**src/rtl/bimodal_btb_predictor.sv**
```systemverilog
// Fetch-stage branch predictor: direct-mapped BTB plus 2-bit saturating-counter PHT, trained from execute.
// Optional gshare indexing of the PHT is enabled by defining the macro GSHARE_EN.
module bimodal_btb_predictor #(
  parameter int unsigned DATA_WIDTH = 32,
  parameter int unsigned INDEX_BITS = 6,
  parameter int unsigned GHR_BITS   = 6
) (
  input  logic                  clk,
  input  logic                  rst,
  input  logic [DATA_WIDTH-1:0] PCF_i,
  output logic                  PredictTakenF_o,
  output logic [DATA_WIDTH-1:0] PredictedTargetF_o,
  input  logic [DATA_WIDTH-1:0] PCE_i,
  input  logic [DATA_WIDTH-1:0] PCTargetE_i,
  input  logic                  BranchE_i,
  input  logic                  BranchTakenE_i
);

  localparam int unsigned ENTRIES = 2 ** INDEX_BITS;
  localparam int unsigned TAG_W   = DATA_WIDTH - INDEX_BITS - 2;

  if (GHR_BITS > INDEX_BITS) begin : g_bad_ghr
    $error("GHR_BITS must not exceed INDEX_BITS");
  end

  logic                  r_valid  [ENTRIES];
  logic [TAG_W-1:0]      r_tag    [ENTRIES];
  logic [DATA_WIDTH-1:0] r_target [ENTRIES];
  logic [1:0]            r_pht    [ENTRIES];

  logic [INDEX_BITS-1:0] w_idx_f, w_idx_e, w_pidx_f, w_pidx_e;
  logic [TAG_W-1:0]      w_tag_f, w_tag_e;
  logic                  w_hit_f, w_hit_e;
  logic [1:0]            w_pht_cur, w_pht_nxt;
  logic [3:0]            w_unused_pc_lsbs;

  // Instruction-aligned PCs: the two low bits carry no information.
  assign w_unused_pc_lsbs = {PCF_i[1:0], PCE_i[1:0]};

  assign w_idx_f = PCF_i[INDEX_BITS+1:2];
  assign w_tag_f = PCF_i[DATA_WIDTH-1:INDEX_BITS+2];
  assign w_idx_e = PCE_i[INDEX_BITS+1:2];
  assign w_tag_e = PCE_i[DATA_WIDTH-1:INDEX_BITS+2];

`ifdef GSHARE_EN
  logic [GHR_BITS-1:0] r_ghr;

  // Update side hashes with the history seen before this cycle's shift.
  assign w_pidx_f = w_idx_f ^ INDEX_BITS'(r_ghr);
  assign w_pidx_e = w_idx_e ^ INDEX_BITS'(r_ghr);

  always_ff @(posedge clk) begin
    if (rst) begin
      r_ghr <= '0;
    end else if (BranchE_i) begin
      r_ghr <= {r_ghr[GHR_BITS-2:0], BranchTakenE_i};
    end
  end
`else
  assign w_pidx_f = w_idx_f;
  assign w_pidx_e = w_idx_e;
`endif

  // Zero-latency lookup; reads pre-update state when execute writes the same entry.
  assign w_hit_f            = r_valid[w_idx_f] && (r_tag[w_idx_f] == w_tag_f);
  assign PredictTakenF_o    = w_hit_f && r_pht[w_pidx_f][1];
  assign PredictedTargetF_o = w_hit_f ? r_target[w_idx_f] : '0;

  assign w_hit_e   = r_valid[w_idx_e] && (r_tag[w_idx_e] == w_tag_e);
  assign w_pht_cur = r_pht[w_pidx_e];

  // Fresh allocations start weakly taken; otherwise saturate toward the outcome.
  always_comb begin
    w_pht_nxt = w_pht_cur;
    if (BranchTakenE_i) begin
      if (!w_hit_e) begin
        w_pht_nxt = 2'b10;
      end else if (w_pht_cur != 2'b11) begin
        w_pht_nxt = w_pht_cur + 2'd1;
      end
    end else if (w_pht_cur != 2'b00) begin
      w_pht_nxt = w_pht_cur - 2'd1;
    end
  end

  always_ff @(posedge clk) begin
    if (rst) begin
      for (int i = 0; i < int'(ENTRIES); i++) begin
        r_valid[i] <= 1'b0;
        r_pht[i]   <= 2'b01;
      end
    end else if (BranchE_i) begin
      r_pht[w_pidx_e] <= w_pht_nxt;
      // Taken branches allocate on miss and refresh the target on hit.
      if (BranchTakenE_i) begin
        r_valid[w_idx_e]  <= 1'b1;
        r_tag[w_idx_e]    <= w_tag_e;
        r_target[w_idx_e] <= PCTargetE_i;
      end
    end
  end

endmodule

```
**config.mk**
```make
export PLATFORM = sky130hd
export DESIGN_NAME = bimodal_btb_predictor
export DESIGN_NICKNAME = d
export VERILOG_FILES = /design/src/rtl/bimodal_btb_predictor.sv
export SDC_FILE = /design/constraint.sdc
export NUM_CORES = 2
export LEC_CHECK = 0
export BUFFER_PORTS_ARGS = -buffer_cell sky130_fd_sc_hd__buf_2
export CAP_MARGIN = 5
export CORE_MARGIN = 2
export CORE_UTILIZATION = 50
export CTS_CLUSTER_DIAMETER = 40
export CTS_CLUSTER_SIZE = 8
export DETAILED_ROUTE_END_ITERATION = 8
export PLACE_DENSITY = 0.64
export SETUP_SLACK_MARGIN = 0.3
export SKIP_LAST_GASP = 1
export SLEW_MARGIN = 20
export SYNTH_ARGS = -nofsm -noshare
export SYNTH_HDL_FRONTEND = slang
export SYNTH_SLANG_ARGS = --single-unit
```
**constraint.sdc**
```tcl
create_clock -name clk -period 5.7 [get_ports clk]
set_input_delay 0.57 -clock clk [delete_from_list [all_inputs] [get_ports clk]]
set_output_delay 0.57 -clock clk [all_outputs]
set_load 0.02 [all_outputs]
```
# Word-level counts from Yosys, hierarchy flattened
# Memory sizes are Yosys's and may differ from the RTL's.
# Cells that the tools add are included.
dict set report word_totals {
  ff_bits 0
  mem_count 4
  ramBits 3776
  input_bits 100
  wordCells 35
}
# memory depth width read_ports rd_clocked_by_memory_dff write_ports line_no
set memory_table {}
lappend memory_table {r_target 64 32 1 0 1 28} ;# logic [DATA_WIDTH-1:0] r_target [ENTRIES];
lappend memory_table {r_tag 64 24 2 0 1 27} ;# logic [TAG_W-1:0] r_tag [ENTRIES];
lappend memory_table {r_pht 64 2 2 0 64 29} ;# logic [1:0] r_pht [ENTRIES];
lappend memory_table {r_valid 64 1 2 0 64 26} ;# logic r_valid [ENTRIES];
dict set report classes {
  muxes 20
  add_sub_neg 2
  n_reduce_logical 6
  eq_ne 3
}
# op n
set ops {}
lappend ops {{24-bit == test} 2}
lappend ops {{32-bit 2-to-1 mux} 1}
lappend ops {{1-bit 2-to-1 mux} 12}
lappend ops {{6-bit 2-to-1 mux} 2}
lappend ops {{2-bit 2-to-1 mux} 5}
lappend ops {{1-bit logical AND} 3}
lappend ops {{2-bit by 1-bit adder with 2-bit output (second input constant)} 1}
lappend ops {{2-bit != test (second input constant)} 1}
lappend ops {{2-bit nonzero test} 1}
lappend ops {{2-bit OR reduction} 1}
lappend ops {{2-bit by 1-bit subtractor with 2-bit output (second input constant)} 1}
lappend ops {{1-bit OR reduction} 1}

# Logic depth before layout (Yosys ltp)
dict set report logic_depth {
  depth_word 6
  depth_mapped 18
}

# Worst setup path after synthesis
# No wires, ideal clock.
dict set report synth_timing {
  path_kind {input to output}
  from {input PCF_i[2]}
  to {output PredictedTargetF_o[11]}
  path_buffers 7
  setup_slack_ns 0.993
  cell_stages 11
  arrival_ns 4.137
  required_time_ns 5.130
  path_cell_list {buf_2 -> buf_4 -> buf_4 -> buf_4 -> buf_2 -> clkbuf_1 -> buf_1 -> mux4_2 -> mux4_2 -> mux4_2 -> and3_1}
}
dict set report synth_via {
  elab_chain_cells 4
}
# element line_no
set synth_lines {}
lappend synth_lines {{from (decl)} 10} ;# input logic [DATA_WIDTH-1:0] PCF_i,
lappend synth_lines {{memory read 64 x 24 bit} n/a}
lappend synth_lines {{24-bit == test} 65} ;# assign w_hit_f = r_valid[w_idx_f] && (r_tag[w_idx_f] == w_tag_f);
lappend synth_lines {{1-bit logical AND} 65}
lappend synth_lines {{32-bit 2-to-1 mux *} 67} ;# assign PredictedTargetF_o = w_hit_f ? r_target[w_idx_f] : '0;
lappend synth_lines {{to (decl)} 12} ;# output logic [DATA_WIDTH-1:0] PredictedTargetF_o,
# Mark *: on every way between the ends. The rest lies on a longest branch, timed or not.

==> impl_metrics.tcl <==
set metrics [dict create \
    status "finished with violations" \
    violations "DRC, setup timing" \
    hold_path_class "input pin to flop" \
    drt-pass1-iter-count 9 \
    yosysSeqAreaShare_pct 70.7 \
    p_comb_share_pct 6.0 \
    clkLatencyLatePin_ns 1.07 \
    layout-drive-gt1-share_pct 33.3 \
    p_leak_nw 60.3 \
    r2r_end "r_pht[44][1]" \
    rsz0062_at_grt "true" \
    multi_input_area_sq_um 44300 \
    vias 94200 \
    dpl_worst_slack_ns -0.188 \
    relSlewSlack_pct 18.9 \
    drc 2 \
    cts_made_buffers 593 \
    netSwitchingPower_mw 14.9 \
    wl_per_cell_um 43.3 \
    grt_pass1_vias 91800 \
    peakVddDrop_v 0.000336 \
    synth_area_sq_um 159000 \
    grt_overflow 0 \
    antenna_found_initial 43 \
    cp.required_ns 5.13 \
    cpPeakStageDelay_ns 0.53 \
    synth_fp_nets 7797 \
    crit_family "multiplexers" \
    worst_pin_slew_ns 1.22 \
    grt_pass1_wl_um 754000 \
    cp.arrival_ns 5.35 \
    clock_power_share_pct 48.0 \
    crit-reg2reg-launch "r_tag[46][4]" \
    track_usage_pct 33.9 \
    register_area_sq_um 113000 \
    r2r_slack_ns 1.32 \
    via_per_inst 7.36 \
    seq_power_share_pct 46.0 \
    fin_skew_ns 0.0546 \
    tritoncts "built" \
    synthToLayoutAreaGrowth_pct 16.9 \
    initial_core_util_pct 50.2 \
    placedCellCount 11900 \
    clockRootBuffer "clkbuf_16" \
    drt_iter0_markers 17000 \
    ys_types 90 \
    io_buffers 128 \
    synth_area_per_cell_sq_um 20.7 \
    synth_edf_count 3712 \
    p_int_mw 51.8 \
    fin_ws_ns -0.219 \
    fin_cells 12800 \
    min_period_ns 5.92 \
    slew_violations 0 \
    clock_sinks 3776 \
    yosys_register_bits 3776 \
    slowest_stage "mux4_2" \
    crit_fanout 8 \
    cts_buffer_depth 4 \
    crit_start "r_tag[0][6]" \
    hp-start "PCTargetE_i[2]" \
    ios 133 \
    p_per_area_nw_per_um2 358 \
    die_area_sq_um 323000 \
    postLayoutCellArea_sq_um 186000 \
    grt_max_degree 123 \
    synthCells 7697 \
    rows 207 \
    ys_warn_count 0 \
    cts_max_level 6 \
    fill_cells 22500 \
    finalNetCount 8450 \
    fp.dieW_um 569 \
    ant_nets 0 \
    hold_viol 0 \
    start_kind "flop" \
    min_path_cells 1 \
    worstSetupPathType "flop to primary output" \
    fmax_mhz 169 \
    hold_ws_ns 0.0476 \
    critPathCaptureType "primary output" \
    worst-r2r-cell-count 15 \
    critical_path.cell_chain "mux4_2 > mux4_2 > mux2i_4 > xor2_1 > nor2_2 > a21oi_4 > buf_6 > nand4_1 > buf_4 > nor4_4 > buf_4 > and4_4 > buf_12 > clkbuf_16 > and3_4 > buf_6" \
    setup_viol 33 \
    dpl_cell_area_sq_um 169000 \
    swShare_pct 22.4 \
    gp_congestion 0.929 \
    worstPathBufferInverterCount 6 \
    drv_cap 0 \
    clkTransAtPathRegs_ns 0.05 \
    worstHoldEndpoint "r_target[59][2]" \
    synth_top_flop_cell "edfxtp_1" \
    coreArea_sq_um 318000 \
    die_h_um 569 \
    wirelength_um 554000 \
    min_period_over_period_pct 104 \
    dpl.hpwl_um 310000 \
    synthArstFlopShare_pct 0 \
]
[worst register-to-register path, cell delays in order, from the launching register on]
cell       delay [ns]
edfxtp_1         0.39
mux4_2           0.50
mux2i_1          0.19
o22a_1           0.23
o221ai_1         0.18
a2111oi_1        0.53
xnor2_1          0.22
buf_12           0.19
a2111oi_4        0.23
buf_4            0.22
nand4_2          0.17
buf_4            0.21
nor4_4           0.33
buf_12           0.23
buf_12           0.19
nor3_1           0.07
[worst max-delay path by stage]
stage                                   to  slack, ns  depth (start not counted)
floorplan           PredictedTargetF_o[11]       0.99                         11
global placement     PredictedTargetF_o[9]      -0.26                         16
detailed placement   PredictedTargetF_o[2]      -0.19                         16
CTS                        PredictTakenF_o      -0.17                         15
global route        PredictedTargetF_o[24]      -0.18                         16
finish              PredictedTargetF_o[23]      -0.22                         16
[cell type report]
| class | instances | area share (%) |
|---|---|---|
| sequential | 3776 | 60.5 |
| multi-input combinational | 3321 | 23.7 |
| clock buffer | 678 | 8.16 |
| timing repair buffer | 649 | 3.73 |
| tap | 4180 | 2.80 |
| clock inverter | 166 | 1.04 |
| antenna | 20 | 0.0268 |
| inverter | 9 | 0.0221 |
[power by group through the flow]
stage / clock network, mW / logic [mW] / registers, mW
2_1_floorplan: 0 / 2.23 / 31.2
3_3_place_gp: 0 / 3.84 / 31.2
3_5_place_dp: 0 / 3.88 / 31.2
4_1_cts: 32.2 / 3.90 / 30.7
5_1_grt: 33.5 / 4.10 / 30.7
6_report: 32.1 / 3.99 / 30.7
[flip-flops by register name (all words and copies together) (netlist names)]
| signal | count |
|---|---|
| r_tag | 1536 |
| r_valid | 64 |
| r_target | 2048 |
| r_pht | 128 |
[placed cells by master (no fill, tap or decap), drive strengths merged, types with 90 or more instances in the layout]
cell,instances
mux4,1298
o22ai,96
mux2i,280
and3,90
clkinv,108
a221oi,142
edfxtp,3712
nand2,218
buf,646
nor2,110
clkbuf,679
a22oi,175
o21ai,96
[synth_stat cells, types with 69 or more instances]
library cell  instances  area share (%)
buf_1                69            0.16
nor3_1               73            0.23
a21oi_1              84            0.26
and3_1               90            0.35
a22oi_1             175            0.82
clkbuf_1            235            0.55
mux2i_1             280             1.8
o21ai_0              86            0.27
o22ai_1              96            0.38
buf_2               200            0.63
a221oi_1            141            0.77
nand2_1             216            0.51
edfxtp_1           3712              70
nor2_1              108            0.25
mux4_2             1298              18
[through the flow]
step / utilization, % / TNS (ns) / power [mW]
3_5_place_dp: 53.2 / -5.32 / 35.1
2_1_floorplan: - / 0 / 33.4
4_1_cts: 58.6 / -4.60 / 66.8
5_1_grt: 58.7 / -4.45 / 68.2
3_3_place_gp: 53.2 / -7.77 / 35.0
6_report: 58.7 / -5.38 / 66.7
[per-layer routing]
metal / share of wire, % / vias up / global-route usage [%]
met1: 36 / 49700 / 45.7
met3: 14 / 1783 / 10.7
met5: 0.028 / - / 0
li1: - / 34600 / -
met4: 6.1 / 26 / 17.8
met2: 44 / 8089 / 49.8
[logic make-up after synthesis]
family,share of synthesized area (%)
flops,70.7
xor+xnor,0.280
buf+inv,1.85
mux,20.6
compound gates,4.29
simple gates,2.32
[what timing repair did]
item | in CTS | in global routing
hold buffers | 0 | 2
gates cloned | 0 | 1
resized for setup | 4 | 33
hold endpoints to repair | 0 | 31
endpoints found under the setup margin | 33 | 33
setup buffers | 0 | 1
pin swaps | 0 | 4
(Power assumes the default switching activity.)
